## src/rtl/fifo_wr_arbiter.sv

```systemverilog
// Round-robin, packet-atomic arbiter sharing one async-FIFO write port among NUM_REQ requesters.
// Grant is registered; ready/strobe/data are combinational from the grant (no added latency).

module fifo_wr_arb_lane #(
  parameter int DATA_WIDTH = 8
) (
  input  logic                  grant,
  input  logic                  full,
  input  logic                  valid,
  input  logic                  last,
  input  logic [DATA_WIDTH-1:0] data,
  output logic                  ready,
  output logic                  own_vld,
  output logic                  own_last,
  output logic [DATA_WIDTH-1:0] own_data
);
  assign ready    = grant & ~full;
  assign own_vld  = grant & valid;
  assign own_last = grant & valid & last;
  assign own_data = grant ? data : '0;
endmodule

module fifo_wr_arbiter #(
  parameter int NUM_REQ    = 4,
  parameter int DATA_WIDTH = 8,
  parameter int MAX_BURST  = 8
) (
  input  logic                          CLK,
  input  logic                          RST,
  input  logic [NUM_REQ-1:0]            REQ_VALID,
  input  logic [NUM_REQ-1:0]            REQ_LAST,
  input  logic [NUM_REQ*DATA_WIDTH-1:0] REQ_DATA,
  output logic [NUM_REQ-1:0]            REQ_READY,
  input  logic                          FULL,
  output logic                          W_INC,
  output logic [DATA_WIDTH-1:0]         WR_DATA,
  output logic [NUM_REQ-1:0]            GRANT,
  output logic                          BUSY
);
  localparam int PW = (NUM_REQ > 1) ? $clog2(NUM_REQ) : 1;
  localparam int CW = $clog2(MAX_BURST + 1);

  typedef enum logic {IDLE, OWN} state_t;

  state_t                             state_q, state_d;
  logic [NUM_REQ-1:0]                 grant_q, grant_d;
  logic [PW-1:0]                      rr_q, rr_d;
  logic [CW-1:0]                      cnt_q, cnt_d, cnt_inc;
  logic [NUM_REQ-1:0]                 own_vld, own_last;
  logic [NUM_REQ-1:0][DATA_WIDTH-1:0] own_data;
  logic                               owner_vld, owner_last, beat, release_c;
  logic                               win_found;
  logic [PW-1:0]                      win_idx, scan;

  fifo_wr_arb_lane #(.DATA_WIDTH(DATA_WIDTH)) u_lane [NUM_REQ-1:0] (
    .grant    (grant_q),
    .full     (FULL),
    .valid    (REQ_VALID),
    .last     (REQ_LAST),
    .data     (REQ_DATA),
    .ready    (REQ_READY),
    .own_vld  (own_vld),
    .own_last (own_last),
    .own_data (own_data)
  );

  always_comb begin
    WR_DATA = '0;
    for (int i = 0; i < NUM_REQ; i++) WR_DATA = WR_DATA | own_data[i];
  end

  assign owner_vld  = |own_vld;
  assign owner_last = |own_last;
  assign beat       = owner_vld & ~FULL;
  assign W_INC      = beat;
  assign GRANT      = grant_q;
  assign BUSY       = |grant_q;
  assign cnt_inc    = cnt_q + CW'(beat);

  // A FULL stall with valid held is not a bubble, so FULL never forces a release.
  assign release_c = (state_q == OWN) &&
                     ((beat && owner_last) ||
                      (beat && (cnt_inc == CW'(MAX_BURST))) ||
                      (!owner_vld && !FULL));

  // Scan starts after the last winner, so a releasing owner is considered last.
  always_comb begin
    win_found = 1'b0;
    win_idx   = '0;
    scan      = rr_q;
    for (int k = 0; k < NUM_REQ; k++) begin
      scan = (scan == PW'(NUM_REQ - 1)) ? '0 : scan + PW'(1);
      if (!win_found && REQ_VALID[scan]) begin
        win_found = 1'b1;
        win_idx   = scan;
      end
    end
  end

  always_comb begin
    state_d = state_q;
    grant_d = grant_q;
    rr_d    = rr_q;
    cnt_d   = cnt_q;
    if (state_q == OWN) cnt_d = cnt_inc;
    if (state_q == IDLE || release_c) begin
      cnt_d = '0;
      if (win_found) begin
        state_d          = OWN;
        grant_d          = '0;
        grant_d[win_idx] = 1'b1;
        rr_d             = win_idx;
      end else begin
        state_d = IDLE;
        grant_d = '0;
      end
    end
  end

  always_ff @(posedge CLK or posedge RST) begin
    if (RST) begin
      state_q <= IDLE;
      grant_q <= '0;
      rr_q    <= PW'(NUM_REQ - 1);
      cnt_q   <= '0;
    end else begin
      state_q <= state_d;
      grant_q <= grant_d;
      rr_q    <= rr_d;
      cnt_q   <= cnt_d;
    end
  end
endmodule

```

## config.mk

```make
export PLATFORM = sky130hd
export DESIGN_NAME = fifo_wr_arbiter
export DESIGN_NICKNAME = d
export VERILOG_FILES = /design/src/rtl/fifo_wr_arbiter.sv
export SDC_FILE = /design/constraint.sdc
export NUM_CORES = 1
export LEC_CHECK = 0
export CAP_MARGIN = 10
export CELL_PAD_IN_SITES_DETAIL_PLACEMENT = 1
export CELL_PAD_IN_SITES_GLOBAL_PLACEMENT = 1
export CORE_UTILIZATION = 28
export DETAILED_ROUTE_END_ITERATION = 8
export GPL_TIMING_DRIVEN = 1
export PLACE_DENSITY = 0.83
export SLEW_MARGIN = 20
export SYNTH_ARGS = -nofsm -noshare
export SYNTH_HDL_FRONTEND = slang
export SYNTH_HIERARCHICAL = 1
export SYNTH_SLANG_ARGS = --single-unit
```

## constraint.sdc

```tcl
create_clock -name CLK -period 4 [get_ports CLK]
set_input_delay 0.6 -clock CLK [delete_from_list [all_inputs] [get_ports CLK]]
set_output_delay 0.6 -clock CLK [all_outputs]
set_load 0.02 [all_outputs]
```

Yosys cells after proc, flatten, opt, wreduce, memory -nomap -nowiden:

Index checks and enable logic that the tools add are counted.

* register bits: 11
* bits in latches: 0
* bits in writable memories: 0
* memory bits (read-only): 0
* bits of input ports: 43
* output and inout port bits: 18
* word-level logic and storage cells: 89
* memories: 0

* add/sub/neg operators: 5
* $mul: 0
* divide/modulo/power cells: 0
* magnitude comparators: 6
* equality and inequality tests: 5
* shift-type cells: 0
* muxes and demuxes: 30
* bitwise logic cells: 18
* reduce and logical (&&, ||, !) cells: 21

Operators by type and width (number)
* two-way mux 8 bit: 4
* bitwise OR 8 bit: 3
* two-way mux 2 bit: 8
* < comparator 2 x 3 -> 1 bit (second input constant): 5
* AND 1 bit: 13
* two-way mux 4 bit: 3
* OR reduction 4 bit: 3
* two-way mux 1 bit: 10
* adder 2 x 1 -> 2 bit (second input constant): 4
* binary-select mux 1 bit (select 2 bit): 4
* == test 2 bit (second input constant): 4
* logical AND 1 bit: 8
* zero test 1 bit: 5
* adder 4 x 1 -> 4 bit: 1
* == test 4 bit (second input constant): 1
* logical OR 1 bit: 3
* demux 1 bit (select 2 bit): 1
* >= comparator 2 x 1 -> 1 bit (second input constant): 1
* inverter 1 bit: 2
* AND reduction 2 bit: 1
* nonzero test 2 bit: 1

Depth between registers and ports, before layout:

* depth after elaboration: 19
* gate-level depth with buffers: 12
* gate-level depth less buffers: 10

Hierarchy:

The synthesis kept the hierarchy.

By module, submodules not included
* fifo_wr_arbiter: instances 1, cells each 84, area an instance 737.0 sq um, sequential area each 277.8 sq um
* fifo_wr_arb_lane: instances 4, cells each 12, area an instance 87.6 sq um, sequential area each 0.0 sq um

Least setup slack after synthesis:

No wires, ideal clock.

* path kind: reg2reg
* start: register grant_q[1], in the netlist GRANT[1]
* end: register grant_q[1], in the netlist GRANT[1]
* library setup time: 0.128 ns
* arrival: 2.793 ns
* required time: 3.872 ns
* setup slack: 1.079 ns
* cell stages (with the launch flop): 12
* buffers on the path: 1
* period minus slack after synthesis: 2.921 ns
* path through: dfrtp_1 buf_6 and2_1 or4_1 nor2b_1 ha_1 ha_1 nor2_1 nand2_1 o21ai_2 a21boi_2 mux2_1

* cells in the longest elaborated chain, start to end: 10
* elaborated cells between the ends (all ways): 15
* those cells by class: add/sub: 1; eq/ne: 1; bitwise: 3; reduce/logical: 10

RTL lines
* start: declaration: RTL line 46 `logic [NUM_REQ-1:0] grant_q, grant_d;`
* start signal: assignment: RTL line 128 `grant_q <= grant_d;`
* AND 1 bit (*): RTL line 18 `assign own_vld = grant & valid;`
* net own_vld[1]: RTL line 49 `logic [NUM_REQ-1:0] own_vld, own_last;`
* OR reduction 4 bit (*): RTL line 72 `assign owner_vld = |own_vld;`
* AND 1 bit (*): RTL line 74 `assign beat = owner_vld & ~FULL;`
* net W_INC: RTL line 35 `output logic W_INC,`
* adder 4 x 1 -> 4 bit: RTL line 78 `assign cnt_inc = cnt_q + CW'(beat);`
* == test 4 bit: RTL line 83 `(beat && (cnt_inc == CW'(MAX_BURST))) ||`
* logical AND 1 bit: RTL line 83
* logical OR 1 bit (*): RTL line 82 `((beat && owner_last) ||`
* logical OR 1 bit (*): RTL line 83
* logical AND 1 bit (*): RTL line 81 `assign release_c = (state_q == OWN) &&`
* logical OR 1 bit (*): RTL line 106 `if (state_q == IDLE || release_c) begin`

Mark *: on every way through the listed nets, which the timed path passes. The rest lies on a longest branch.
A chain may end at the register's enable or synchronous reset.

Worst setup path after layout:

* start: input port REQ_VALID[1]
* end: register grant_q[1], in the netlist GRANT[1]

* elaborated cells between the ends (all ways): 43
* those cells by class: add/sub: 1; order compare: 2; eq/ne: 1; mux: 19; bitwise: 3; reduce/logical: 17

RTL lines
* start: declaration: RTL line 30 `input logic [NUM_REQ-1:0] REQ_VALID,`
* AND 1 bit (*): RTL line 18
* net own_vld[1]: RTL line 49
* OR reduction 4 bit: RTL line 72
* AND 1 bit: RTL line 74
* adder 4 x 1 -> 4 bit: RTL line 78
* == test 4 bit: RTL line 83
* logical AND 1 bit: RTL line 83
* logical OR 1 bit: RTL line 82
* logical OR 1 bit (*): RTL line 83
* logical AND 1 bit (*): RTL line 81
* logical OR 1 bit (*): RTL line 106

Mark *: on every way through the listed nets, which the timed path passes. The rest lies on a longest branch. The select of a mux whose other input is x is not followed.

==> metrics.txt <==
initial antenna violation count 0; Post-synth EDFFs 0; multi-input logic area 723 µm²; clk root buf clkbuf_8; reg2reg end GRANT[1]; Die Ht approximately 64 µm; Num CTS Buffers 3; gr ovfl total 0; max capacitance violation total 0; CP delay by family, top simple AND/OR/NAND/NOR gates; total chip power about 1.2 mW; Total GRT Usage ~18%; num rows 22; first-pass GRT wire length 5.80 mm; Most used DFF post-synth dfrtp_1; Synth top area share 20.7%; CP Launch Type primary input; average wire per standard cell 14.8 µm; skew final 0.00444 ns; Final setup viols 0; die width approximately 64 µm; CTS Sinks 11; Post-DP Area 1730 µm²; Synth area leader and2_1; post-CTS sizing 0; PortBufs 60; Post-CTS Hold Fix Bufs 0; Syn Nets approximately 180; Final Max Tran Viols 0; Worst path slowest cell or4_1; cell chain of the critical path clkdlybuf4s50_1, and2_1, or4_1, nor2b_1, ha_1, ha_1, nor2_1, nand2_1, o21ai_2, a21boi_2, mux2_1; FF+latch count, synth 11; Hold EP rr_q[1]; post-route cell area 1770 µm²; post-DP HPWL 2.84 mm; largest net degree at the start of global routing 15; r2r worst-path depth 10; Final nets between 200 and 250; core area 3690 µm²; Bufs on Longest Clock Path 2; Crit. End Element flop; vias per cell 4.90; register area between 200 and 300 µm²; Mapped Area 1090 µm²; Layout area overhead 63.2%; Worst-Skew Late Latency about 0.24 ns; Slew @ Worst Pin around 0.49 ns; Setup Total Neg Slack 0 ns; Starting DRT DRC Count 31; antenna-violating nets left 0; Initial Util 29.5%; layout cells sized above 1 ~9.2%; HP Start rr_q[1]; mean post-synth cell area ~8.2 µm²; crit path kind primary input to flop; crit path time final around 3.4 ns; max_slew headroom about 68%; Post-CTS Setup Bufs 0; M3 GR Usage 1.61%; Post-Route WL 3.61 mm; DRC 0; Max Clk Rate between 200 and 300 MHz; worst path buffer plus inverter count 1; Final Cycle Share between 80 and 90%; Register-to-Register Setup Slack around 0.86 ns; Hold Path Class flop to flop; RSZ-0062 raised after global routing no; synthesized instance count about 130; Fillers ~450; minimum hold slack between 0.5 and 0.6 ns; ANT cells 0; M2 GR Usage between 30 and 40%; Most Frequent Cell on Critical Path ha_1; Commonest cells post-synth and2_1 (36), or4_1 (10), dfrtp_1 (9), nor2_1 (9), nand2_1 (7); DIE AREA 4140 µm²; vias in the first global route ~1200; TritonCTS clock tree done; crit path max fanout 6; Yosys warnings 6; r2r startpoint GRANT[1]; Crit path largest cell delay between 0.5 and 0.6 ns; GP Congestion 0.813; router iterations before antenna repair 4; final cell utilization of the core 48.1%; outcome finished clean; pwr/cell area 663 nW/µm²; Leak just under 0.8 nW; Critical Path RT about 4.1 ns; clk slew on worst S/H paths 0.05 ns; Hold Path Stages 1; vias 1190; asr flop ratio synth 100%; M1 GR Usage between 20% and 30%; Peak VDD IR about 210 µV; gr busiest metal met2; sequential fraction of the synthesis area 25.5%; Yosys cell types 33; htree depth 1; most common cell in the synthesized netlist and2_1; crit path DAT 3.47 ns; Synth area leaders and2_1 (21%), dfrtp_1 (21%), or4_1 (6.9%), buf_6 (5.2%), nor2b_4 (5.1%); Final Hold Viols 0; I/O pin cnt a little over 60
-- state kept, by name (all words and copies together) (netlist names) --
signal	cells
cnt_q	4
GRANT	4
rr_q	2
state_q	1
-- where the power goes --
part           switching, mW  internal, mW
sequential            0.0934         0.158
clock                 0.0424        0.0700
combinational          0.381         0.431
total                  0.517         0.659
-- area by class of cell --
type,instances,share of cell area [%]
multi-input combinational,108,40.8
timing repair buffer,66,36.4
sequential,11,15.7
tap,48,3.39
clock buffer,4,2.54
inverter,6,1.27
-- how the worst max path moves through the flow --
| stage | cells after the start | endpoint | from | slack, ns |
|---|---|---|---|---|
| finish | 11 | GRANT[1] | REQ_VALID[1] | 0.65 |
| CTS | 12 | GRANT[2] | REQ_VALID[1] | 0.64 |
| detailed placement | 11 | GRANT[1] | REQ_VALID[1] | 0.42 |
| global placement | 11 | GRANT[1] | REQ_VALID[1] | 0.58 |
| floorplan | 11 | GRANT[1] | GRANT[1] | 1.08 |
| global route | 12 | GRANT[2] | REQ_VALID[0] | 0.47 |
-- metal layers --
metal	part of all wire (%)	vias to the layer above
met5	0	-
met4	2.0	0
met3	5.8	6
met2	46	52
met1	46	552
li1	-	580
-- worst register-to-register path: cells and delay by family, from the launching register on --
kind / cells / cell delay [ns]
simple gates: 5 / 1.11
flops: 1 / 0.54
fa+ha+maj: 2 / 0.53
compound gates: 2 / 0.46
mux: 1 / 0.37
-- through the flow --
| stage | worst slack, ns | instances |
|---|---|---|
| 6_report | 0.648 | 243 |
| 5_1_grt | 0.472 | 243 |
| 4_1_cts | 0.639 | 243 |
| 3_5_place_dp | 0.424 | 239 |
| 3_3_place_gp | 0.582 | 239 |
| 2_1_floorplan | 1.08 | 132 |
-- kinds of logic (layout without fill, tap and decap cells) --
kind of cell,count (synthesis),in the layout,share of synthesized area (%)
simple gates,79,79,45.5
compound gates,20,20,12.2
buf+inv,13,76,7.94
flops,11,11,25.5
mux,4,4,3.80
fa+ha+maj,3,3,3.45
xor+xnor,2,2,1.61
-- placed cells by master (no fill, tap or decap), drive strengths merged, types with 3 or more instances in the layout --
master         synthesis  routed
or4                   10      10
ha                     3       3
buf                    5       6
clkdlybuf4s50          0      60
mux2i                  3       3
o21ai                  5       5
nor2b                  7       7
a21oi                  6       6
and2                  36      36
clkbuf                 2       4
nand2                  7       7
and3                   5       5
inv                    6       6
dfrtp                  9       9
nor2                   9       9
No activity file was read; power rests on OpenSTA's default activity.
